<file path="config.mk">
export PLATFORM = sky130hd
export DESIGN_NAME = qpsk_coherent_demod_flat
export DESIGN_NICKNAME = d
export VERILOG_FILES = /design/src/rtl/qpsk_coherent_demod_if.sv /design/src/rtl/qpsk_coherent_demod.sv /design/src/flat_wrapper.sv
export SDC_FILE = /design/constraint.sdc
export NUM_CORES = 1
export LEC_CHECK = 0
export ABC_CLOCK_PERIOD_IN_PS = 4900
export CORE_ASPECT_RATIO = 1.4
export CORE_MARGIN = 2
export CORE_UTILIZATION = 60
export CTS_BUF_LIST = sky130_fd_sc_hd__clkbuf_2 sky130_fd_sc_hd__clkbuf_4 sky130_fd_sc_hd__clkbuf_8
export DETAILED_ROUTE_END_ITERATION = 16
export PLACE_DENSITY_LB_ADDON = 0.05
export SLEW_MARGIN = 20
export SYNTH_ARGS = -nofsm -noshare
export SYNTH_HDL_FRONTEND = slang
export SYNTH_SLANG_ARGS = --single-unit
</file>
<file path="constraint.sdc">
create_clock -name clk -period 4.9 [get_ports clk]
set_input_delay 0.98 -clock clk [delete_from_list [all_inputs] [get_ports clk]]
set_output_delay 0.98 -clock clk [all_outputs]
set_load 0.1 [all_outputs]
</file>
<file path="src/rtl/qpsk_coherent_demod_if.sv">
// Decision output handshake of the QPSK demodulator: hard I/Q bit pair with valid/ready.
// With QPSK_DEMOD_SOFT_OUT_EN defined the final integrator sums travel alongside the bits.
interface qpsk_coherent_demod_if #(
  parameter int ACC_W = 24
);
  logic bit_i;
  logic bit_q;
  logic sym_valid;
  logic sym_ready;
`ifdef QPSK_DEMOD_SOFT_OUT_EN
  logic signed [ACC_W-1:0] soft_i;
  logic signed [ACC_W-1:0] soft_q;
`endif

  modport master (
    output bit_i, bit_q, sym_valid,
`ifdef QPSK_DEMOD_SOFT_OUT_EN
    output soft_i, soft_q,
`endif
    input  sym_ready
  );

  modport slave (
    input  bit_i, bit_q, sym_valid,
`ifdef QPSK_DEMOD_SOFT_OUT_EN
    input  soft_i, soft_q,
`endif
    output sym_ready
  );
endinterface

</file>
<file path="src/rtl/qpsk_coherent_demod.sv">
// Coherent QPSK demodulator: mixes samples with the carrier table, integrates per symbol,
// emits hard I/Q decisions through a one-deep buffer. Optional soft outputs: QPSK_DEMOD_SOFT_OUT_EN.
module qpsk_coherent_demod #(
  parameter int SAMP_W       = 9,
  parameter int SAMP_PER_SYM = 32,
  parameter int ACC_W        = 24
) (
  input  logic                      clk,
  input  logic                      rst_n,
  input  logic                      samp_valid,
  input  logic signed [SAMP_W-1:0]  samp,
  input  logic                      sym_sync,
  output logic [6:0]                recev_read,
  input  logic signed [SAMP_W-1:0]  recev_sin,
  input  logic signed [SAMP_W-1:0]  recev_cos,
  qpsk_coherent_demod_if.master     sym,
  output logic                      overrun
);

  localparam int CNT_W = (SAMP_PER_SYM > 1) ? $clog2(SAMP_PER_SYM) : 1;
  localparam logic [CNT_W-1:0] CNT_LAST = CNT_W'(SAMP_PER_SYM - 1);

  typedef enum logic {IDLE, ACC} state_t;

  state_t                     state;
  state_t                     state_nxt;
  logic [4:0]                 phase;
  logic [CNT_W-1:0]           cnt;
  logic signed [ACC_W-1:0]    acc_i;
  logic signed [ACC_W-1:0]    acc_q;
  logic signed [2*SAMP_W-1:0] prod_i;
  logic signed [2*SAMP_W-1:0] prod_q;
  logic signed [ACC_W-1:0]    sum_i;
  logic signed [ACC_W-1:0]    sum_q;
  logic                       acc_en;
  logic                       last;

  always_ff @(posedge clk or negedge rst_n) begin
    if (!rst_n) state <= IDLE;
    else        state <= state_nxt;
  end

  always_comb begin
    state_nxt = state;
    if (sym_sync) state_nxt = ACC;
  end

  // A sample arriving with sym_sync is dropped; the sync restarts the symbol instead.
  always_comb begin
    acc_en = 1'b0;
    last   = 1'b0;
    if (state == ACC && samp_valid && !sym_sync) begin
      acc_en = 1'b1;
      last   = (cnt == CNT_LAST);
    end
  end

  assign prod_i     = samp * recev_cos;
  assign prod_q     = samp * recev_sin;
  assign sum_i      = acc_i + ACC_W'(prod_i);
  assign sum_q      = acc_q + ACC_W'(prod_q);
  assign recev_read = {2'b00, phase};

  always_ff @(posedge clk or negedge rst_n) begin
    if (!rst_n) begin
      phase <= '0;
      cnt   <= '0;
      acc_i <= '0;
      acc_q <= '0;
    end else if (sym_sync) begin
      phase <= '0;
      cnt   <= '0;
      acc_i <= '0;
      acc_q <= '0;
    end else if (acc_en) begin
      phase <= phase + 5'd1;
      if (last) begin
        cnt   <= '0;
        acc_i <= '0;
        acc_q <= '0;
      end else begin
        cnt   <= cnt + CNT_W'(1);
        acc_i <= sum_i;
        acc_q <= sum_q;
      end
    end
  end

  // One-deep output buffer; an unaccepted pair is overwritten and flagged.
  always_ff @(posedge clk or negedge rst_n) begin
    if (!rst_n) begin
      sym.bit_i     <= 1'b0;
      sym.bit_q     <= 1'b0;
      sym.sym_valid <= 1'b0;
      overrun       <= 1'b0;
`ifdef QPSK_DEMOD_SOFT_OUT_EN
      sym.soft_i    <= '0;
      sym.soft_q    <= '0;
`endif
    end else begin
      if (sym_sync) overrun <= 1'b0;
      if (last) begin
        sym.bit_i     <= sum_i[ACC_W-1];
        sym.bit_q     <= sum_q[ACC_W-1];
        sym.sym_valid <= 1'b1;
`ifdef QPSK_DEMOD_SOFT_OUT_EN
        sym.soft_i    <= sum_i;
        sym.soft_q    <= sum_q;
`endif
        if (sym.sym_valid && !sym.sym_ready) overrun <= 1'b1;
      end else if (sym.sym_valid && sym.sym_ready) begin
        sym.sym_valid <= 1'b0;
      end
    end
  end

endmodule

</file>
<file path="src/flat_wrapper.sv">
// flat-port wrapper written by rule: the top's interface ports become plain ports
module qpsk_coherent_demod_flat 
#(
  parameter int SAMP_W       = 9,
  parameter int SAMP_PER_SYM = 32,
  parameter int ACC_W        = 24
)
  (clk, rst_n, samp_valid, samp, sym_sync, recev_read, recev_sin, recev_cos, overrun, sym_bit_i, sym_bit_q, sym_sym_valid, sym_sym_ready);
  qpsk_coherent_demod_if #(.ACC_W(ACC_W)) sym_i ();
  input  logic clk;
  input  logic rst_n;
  input  logic samp_valid;
  input  logic signed [SAMP_W-1:0] samp;
  input  logic sym_sync;
  output logic [6:0] recev_read;
  input  logic signed [SAMP_W-1:0] recev_sin;
  input  logic signed [SAMP_W-1:0] recev_cos;
  output logic overrun;
  output wire logic [$bits(sym_i.bit_i)-1:0] sym_bit_i;
  output wire logic [$bits(sym_i.bit_q)-1:0] sym_bit_q;
  output wire logic [$bits(sym_i.sym_valid)-1:0] sym_sym_valid;
  input wire logic [$bits(sym_i.sym_ready)-1:0] sym_sym_ready;
  assign sym_bit_i = sym_i.bit_i;
  assign sym_bit_q = sym_i.bit_q;
  assign sym_sym_valid = sym_i.sym_valid;
  assign sym_i.sym_ready = sym_sym_ready;
  qpsk_coherent_demod #(.SAMP_W(SAMP_W), .SAMP_PER_SYM(SAMP_PER_SYM), .ACC_W(ACC_W)) u_core (.clk(clk), .rst_n(rst_n), .samp_valid(samp_valid), .samp(samp), .sym_sync(sym_sync), .recev_read(recev_read), .recev_sin(recev_sin), .recev_cos(recev_cos), .sym(sym_i), .overrun(overrun));
endmodule
</file>
# Yosys cells after proc, flatten, opt, wreduce, memory -nomap -nowiden
# Cells that the tools add are included.
classes:
  n_reduce_logical: 8
  addsub: 4
  eq_ne: 1
  muxes: 18
  mul: 2
op_table:
  columns: ["cell", "n"]
  rows:
  - ["2-to-1 mux 24 bit", 6]
  - ["adder 24 x 18 -> 24 bit", 2]
  - ["multiplier 9 x 9 -> 18 bit", 2]
  - ["2-to-1 mux 5 bit", 5]
  - ["adder 5 x 1 -> 5 bit (second input constant)", 2]
  - ["2-to-1 mux 1 bit", 7]
  - ["== test 5 bit (second input constant)", 1]
  - ["logical AND 1 bit", 4]
  - ["nonzero test 2 bit", 2]
  - ["zero test 1 bit", 2]
word_totals:
  output_inout_bits: 11
  regBits: 63

# Logic depth before layout (Yosys ltp)
# Gate-level depths: netlist of the first run.
logic_depth:
  word_depth: 6
  ltp_mapped: 22
  ltp_nobuf: 19

# Worst setup path before layout of the first run
# Ideal clock, no wire load.
synth_timing:
  path_kind: "input to register"
  startpoint: "input port samp[8]"
  endpoint: "register u_core.acc_i[22]"
  cell_stages: 20
  setup_time_ps: 129
  arrival_ps: 5969
  slack_ps: -1198
  n_path_buf: 2
  path_cell_list: "clkbuf_1 -> clkbuf_1 -> nand2_1 -> fa_1 -> inv_1 -> fa_1 -> inv_1 -> fa_1 -> inv_1 -> fa_1 -> inv_1 -> fa_1 -> inv_1 -> ha_1 -> nand2_1 -> or3_1 -> o221a_2 -> a32oi_1 -> xnor2_1 -> o21ai_1"
synth_via:
  elab_chain_len: 5
synth_lines:
  columns: ["item", "line", "text"]
  rows:
  - ["start: declaration", "flat_wrapper.sv:13", "input logic signed [SAMP_W-1:0] samp;"]
  - ["multiplier 9 x 9 -> 18 bit", "qpsk_coherent_demod.sv:58", "assign prod_i = samp * recev_cos;"]
  - ["adder 24 x 18 -> 24 bit", "qpsk_coherent_demod.sv:60", "assign sum_i = acc_i + ACC_W'(prod_i);"]
  - ["2-to-1 mux 24 bit", "qpsk_coherent_demod.sv:77", "if (last) begin"]
  - ["2-to-1 mux 24 bit", "qpsk_coherent_demod.sv:75", "end else if (acc_en) begin"]
  - ["2-to-1 mux 24 bit", "qpsk_coherent_demod.sv:70", "end else if (sym_sync) begin"]
  - ["end signal: assignment", "qpsk_coherent_demod.sv:83", "acc_i <= sum_i;"]
  - ["end: declaration", "qpsk_coherent_demod.sv:29", "logic signed [ACC_W-1:0] acc_i;"]
# Every way passes these cells. The select of a mux whose other input is x is not followed.
# A chain may end at the register's enable or synchronous reset.

# Worst setup path in the final report of the first run
# Same ends and word-level chain as after synthesis.

==> run metrics, run 1 <==
status=complete, but fails checks; violated checks=negative setup slack; top cells by area, synth=fa_1, dfrtp_1, ha_1; Design Area, Final=15800 µm²; core area=18700 µm²; Setup CP Type=input pin to register; CTS Buf Count=9; vias per cell=5.59; die height=168 µm; DRT Pass-1 Iters=7; clk sink count=63; initial DRC count=692; Mean Syn Cell Area=8.79 µm²; grt ovf=0; initial core utilization=0.616; Rows=59; Rel. slew slack=0.305; crit path buf inv count=8; crit-path cells=buf_12, buf_8, nand2_4, fa_1, buf_4, buf_4, fa_2, buf_4, fa_1, inv_2, fa_1, inv_1, fa_1, inv_2, ha_4, nand2_4, or3_4, o221a_4, a32oi_2, xnor2_1, o21ai_1; final WL=34.8 mm; final period utilization=1.13; XOR/XNOR Fraction of Synth Area=0.0380; share of cells above drive strength 1=0.342; I/O Pins=43; Hold Path Stages=2; area post-placement=13800 µm²; PortBufs=40; most frequent cells in the layout=inv_1, buf_4, fa_1; CTS tree=yes; GPL Wtd Cong=0.917; largest family of logic cells by synthesized area=adder cells; crit-path leading delay family=adder cells; Worst-Skew Late Latency=370 ps; WL/cell=19.1 µm; Fin. Hold Viols=0; clk buf depth=2; DRC=0; vias in the first global route=11100; max_cap viols=0; crit end category=register; r2r startpoint=u_core.acc_q[8]$_DFFE_PN0P_; max frequency=180 MHz; EDFF count, synth=0; RSZ-0062 raised after global routing=yes; CTS H-tree lvls=3; DP HPWL=23.0 mm; Post-CTS Hold Buffers=0; Netlist cell types=58; Die Width=121 µm; initial antenna violation count=0; most frequent CP cell=fa_1; fin util=0.844; Detail Route Antenna Nets=0; clock-pin slew on the worst setup and hold paths=100 ps; final setup margin=-640 ps; register area share after synthesis=0.137; minimum clock period=5540 ps; Final Max Slew Viols=0; largest net degree at the start of global routing=53; Clock Root Buffer=clkbuf_8; WP depth=21; YS warnings=0; number of synthesized register bits=63; worst r2r path cells=16; overall global routing resource usage=0.336; Clock Skews=18.5 ps; via count=10200; Synth Area in Simple Gates=0.122; commonest non-fill, non-tap cell in the layout=inv_1; Adder-Cell Fraction of Synth Area=0.477; first-pass GRT wire length=53.1 mm; WHS=499 ps; top cell type's share of synthesized area=0.341; fillcell total=989; CP max-delay cell=fa_1; Setup-failing EPs final=34; cell accounting for the most synthesized area=fa_1; Syn-to-layout area delta=36.9%; worst path arrival time=5770 ps; Hold Crit Start=u_core.sym.bit_q$_DFFE_PN0P_; CP Launch Point=samp[8]; worst-path fanout max=5; worst path required time=5130 ps; ys async rst share=1.00; Worst Tran Pin Value=1040 ps; Die ar.=20300 µm²; Syn Inst Count=1309; max incr delay on CP=590 ps; min-delay worst type=register to register; # diodes=0; Setup WS pre-CTS=-1500 ps; Synth Flop Type=dfrtp_1; mux share of post-synthesis cell area=0; nets=1921; Synth Area in Compound Gates=0.101; Startpoint Class=input pin; Mapped Area=11500 µm²
-- flip-flops by register name, indices dropped and copies added (netlist names) --
name and count:
u_core.acc_q 24, u_core.sym.sym_valid 1, u_core.phase 5, u_core.cnt 5, u_core.state 1, u_core.sym.bit_i 1
u_core.sym.bit_q 1, u_core.overrun 1, u_core.acc_i 24
-- stage by stage --
| step | TNS (ps) | std cells |
|---|---|---|
| floorplan | -12310 | 1310 |
| global placement | -42390 | 1730 |
| detailed placement | -45300 | 1730 |
| CTS | -11390 | 1805 |
| global route | -17960 | 1817 |
| finish | -14330 | 1817 |
-- synthesized netlist by cell type, drive strengths merged (3+ instances only) --
cell type / instances
o211ai: 4
and2: 59
fa: 196
nand2: 169
nand2b: 8
o21bai: 4
nor2: 43
a31oi: 7
inv: 333
buf: 3
clkbuf: 45
nor3: 5
a21oi: 42
a211oi: 7
nand3: 5
or3: 3
xor2: 21
and3: 3
dfrtp: 63
xnor2: 29
nand4: 10
a22o: 10
o21a: 4
ha: 125
o21ai: 65
a21o: 9
o31ai: 7
-- path summary, 6_finish.rpt --
path / endpoint / slack [ps]
worst max-delay path: u_core.acc_i[22]$_DFFE_PN0P_ / -640
max in group asynchronous: u_core.acc_i[23]$_DFFE_PN0P_ / 3130
worst max register to register: u_core.acc_q[13]$_DFFE_PN0P_ / 1040
worst min register to register: u_core.sym.bit_q$_DFFE_PN0P_ / 500
worst min-delay path: u_core.sym.bit_q$_DFFE_PN0P_ / 500
min in group asynchronous: u_core.acc_q[21]$_DFFE_PN0P_ / 770
-- kinds of logic after synthesis --
| kind of cell | after synthesis |
|---|---|
| other | 1 |
| flip-flops | 63 |
| XOR/XNOR | 50 |
| AND/OR/NAND/NOR | 310 |
| buffers and inverters | 383 |
| adder cells (fa/ha/maj) | 321 |
| AO/OA/AOI/OAI | 181 |
-- per-layer routing --
layer  track usage  vias up  routed length [µm]
met5             0        -                   0
met4         0.167        0                2000
met3        0.0410      167                1500
met2         0.642      355               19500
met1         0.355     5129               11800
li1              -     4511                   -
-- worst register-to-register path, cell delays in order, from the launching register on --
cell	delay, ps
dfrtp_1	380
inv_1	70
fa_1	500
inv_1	50
fa_1	570
inv_2	40
fa_1	510
inv_2	60
ha_4	260
buf_6	120
a211oi_4	230
o31ai_2	80
a21oi_1	140
o31a_1	310
buf_4	170
xor2_1	150
o21ai_1	80
-- area by class of cell --
| type | count | area, µm² | share of cell area |
|---|---|---|---|
| multi-input combinational | 864 | 9780 | 0.621 |
| timing repair buffer | 295 | 2610 | 0.165 |
| sequential | 63 | 1580 | 0.100 |
| inverter | 335 | 1260 | 0.0802 |
| tap | 244 | 305 | 0.0194 |
| clock buffer | 9 | 124 | 0.00786 |
| clock inverter | 7 | 103 | 0.00651 |
-- timing repair --
action,CTS,global route
gates cloned,5,0
endpoints found under the setup margin,38,36
setup buffers,56,18
gates resized for setup,280,133
pin swaps,131,116
Power of run 1 is left out: the tool's default activity adds up to more than one toggle a clock period on the data nets, which glitch-free logic cannot reach.
==> run 2, diff against run 1 <==
--- a/config.mk
+++ b/config.mk
@@ -8,7 +8,7 @@
 export ABC_CLOCK_PERIOD_IN_PS = 4900
 export CORE_ASPECT_RATIO = 1.4
 export CORE_MARGIN = 2
-export CORE_UTILIZATION = 60
+export CORE_UTILIZATION = 65
 export CTS_BUF_LIST = sky130_fd_sc_hd__clkbuf_2 sky130_fd_sc_hd__clkbuf_4 sky130_fd_sc_hd__clkbuf_8
 export DETAILED_ROUTE_END_ITERATION = 16
 export PLACE_DENSITY_LB_ADDON = 0.05
==> run 2 against run 1 <==
Net effect: the run still ends with negative setup slack left; clock-buffer cell count is the same; first-iteration DRC count is 41% higher; fmax fell by 4.0%; register-to-register slack worse by 90 ps; hold slack worse by 4.1 ps; clock skew grew 3.0 ps; wire length grew 22%; via count is 9.5% higher; critical path depth increased by 2; setup slack got worse by 230 ps; die area down 7.5%; critical endpoint is now u_core.acc_q[13]$_DFFE_PN0P_; sequential cell count did not move.
==> run metrics, run 2 (synthesized netlist as in run 1, its figures left out) <==
initial DRC count=977 (was 692); clk buf depth=2 (unchanged); Clock Skews=21.5 ps (was 18.5 ps); Startpoint Class=input pin (unchanged); first-pass GRT wire length=54.7 mm (was 53.1 mm); setup TNS=-21460 ps (was -14330 ps); final period utilization=1.18 (was 1.13); via count=11100 (was 10200); initial antenna violation count=0 (unchanged); Worst Hold End=u_core.cnt[3]$_DFFE_PN0P_ (was u_core.sym.bit_q$_DFFE_PN0P_); vias in the first global route=11500 (was 11100); nets=1925 (was 1921); clock-pin slew on the worst setup and hold paths=90 ps (was 100 ps); Fin. Hold Viols=0 (unchanged); RSZ-0062 raised after global routing=yes (unchanged); grt ovf=0 (unchanged); Final Max Slew Viols=0 (unchanged); GPL Wtd Cong=0.873 (was 0.917); overall global routing resource usage=0.382 (was 0.336); Hold Path Stages=1 (was 2); max_cap viols=0 (unchanged); commonest non-fill, non-tap cell in the layout=inv_1 (unchanged); Setup CP Type=input pin to register (unchanged); die height=161 µm (was 168 µm); DRC=0 (unchanged); Hold Crit Start=u_core.cnt[3]$_DFFE_PN0P_ (was u_core.sym.bit_q$_DFFE_PN0P_); initial core utilization=0.664 (was 0.616); max frequency=173 MHz (was 180 MHz); Syn-to-layout area delta=37.1% (was 36.9%); CTS Buf Count=9 (unchanged); crit end category=register (unchanged); worst r2r path cells=16 (unchanged); Rows=57 (was 59); clk sink count=63 (unchanged); DP HPWL=22.7 mm (was 23.0 mm); worst path arrival time=6000 ps (was 5770 ps); status=complete, but fails checks (unchanged); core area=17300 µm² (was 18700 µm²); worst-path fanout max=5 (unchanged); Clock Root Buffer=clkbuf_8 (unchanged); Die ar.=18800 µm² (was 20300 µm²); worst path required time=5130 ps (about the same); min-delay worst type=register to register (unchanged); WL/cell=23.4 µm (was 19.1 µm); Post-CTS Hold Buffers=0 (unchanged); share of cells above drive strength 1=0.357 (was 0.342); most frequent cells in the layout=inv_1, buf_4, fa_1 (unchanged); biggest regs=u_core.acc_i: 24 flops, u_core.acc_q: 24 flops (unchanged); Crit Reg-Reg Endpoint=u_core.acc_i[19]$_DFFE_PN0P_ (was u_core.acc_q[13]$_DFFE_PN0P_); fin util=0.910 (was 0.844); vias per cell=6.13 (was 5.59); I/O Pins=43 (unchanged); final setup margin=-871 ps (was -640 ps); DRT Pass-1 Iters=8 (was 7); final WL=42.5 mm (was 34.8 mm); Worst Tran Pin Value=990 ps (was 1040 ps); CTS H-tree lvls=3 (unchanged); Setup-failing EPs final=36 (was 34); r2r setup slk=950 ps (was 1040 ps); Rel. slew slack=0.338 (was 0.305); PortBufs=40 (unchanged); largest net degree at the start of global routing=42 (was 53); Worst-Skew Late Latency=400 ps (was 370 ps); Detail Route Antenna Nets=0 (unchanged); violated checks=negative setup slack (unchanged); CTS tree=yes (unchanged); r2r startpoint=u_core.acc_i[8]$_DFFE_PN0P_ (was u_core.acc_q[8]$_DFFE_PN0P_); Die Width=116 µm (was 121 µm); minimum clock period=5770 ps (was 5540 ps)
-- run 2: changes by cell type in the layout (fill, tap and decap cells not counted), moves of 4 or more --
cell	delta
inv_1	-13
nor2_2	+4
buf_4	-4
buf_6	+10
buf_8	+4
buf_2	-7
nand2_2	+6
o21ai_0	-6
nand2_4	-4
o21ai_2	+4
inv_2	+13
buf_12	-4
-- run 2: layout make-up --
class                   count  area, µm²
clock inverters             7        103
diodes                      1       2.50
well taps                 236        295
clock buffers               9        124
repair buffers            299       2680
flip-flops and latches     63       1580
inverters                 335       1260
fillers                   664       1550
multi-input cells         864       9740
-- run 2: what timing repair did --
| item | 4_1_cts | 5_1_grt |
|---|---|---|
| gates resized for setup | 288 | 164 |
| cloned | 3 | 0 |
| endpoints found under the setup margin | 38 | 35 |
| pin swaps | 121 | 116 |
| setup buffers | 51 | 32 |
-- run 2: metal layers --
layer | part of all wire | GRT usage | wire length [µm] | up-vias
met5 | 0 | 0 | 0 | -
met4 | 0.11 | 0.259 | 4600 | 0
met3 | 0.080 | 0.0593 | 3400 | 420
met2 | 0.50 | 0.684 | 21100 | 816
met1 | 0.32 | 0.402 | 13400 | 5366
li1 | - | - | - | 4521
-- run 2: stage by stage --
stage / hold slack (ps) / instance area, µm² / setup WS [ps] / instances
6_report: 495 / 15800 / -871 / 1814
5_1_grt: 529 / 15800 / -916 / 1813
4_1_cts: 494 / 15200 / -584 / 1791
3_5_place_dp: 476 / 13800 / -1680 / 1723
3_3_place_gp: 461 / 13800 / -1560 / 1723
2_1_floorplan: 443 / 12000 / -678 / 1310
-- run 2: worst max-delay path by stage --
stage                                              end  cells after the start    startpoint
after floorplan           u_core.acc_i[22]$_DFFE_PN0P_                     20       samp[8]
after global placement    u_core.acc_q[22]$_DFFE_PN0P_                     19       samp[8]
after detailed placement  u_core.acc_q[22]$_DFFE_PN0P_                     20       samp[8]
after CTS                 u_core.acc_i[22]$_DFFE_PN0P_                     19       samp[3]
after global routing      u_core.acc_i[22]$_DFFE_PN0P_                     19       samp[6]
final                     u_core.acc_q[13]$_DFFE_PN0P_                     23  recev_sin[2]
-- run 2: critical path, cell delays in order --
cell and delay, ps:
buf_4 140, buf_4 140, buf_4 160, nand2_1 290, fa_1 280, inv_1 100
fa_1 570, inv_2 50, fa_1 490, inv_2 50, fa_1 570, inv_2 40
fa_1 510, inv_2 50, ha_4 180, buf_6 130, a211oi_4 220, o31ai_1 120
a21oi_1 160, o31a_1 350, buf_6 160, xor2_2 160, o21ai_1 100
Power of run 2 is left out for the same reason.
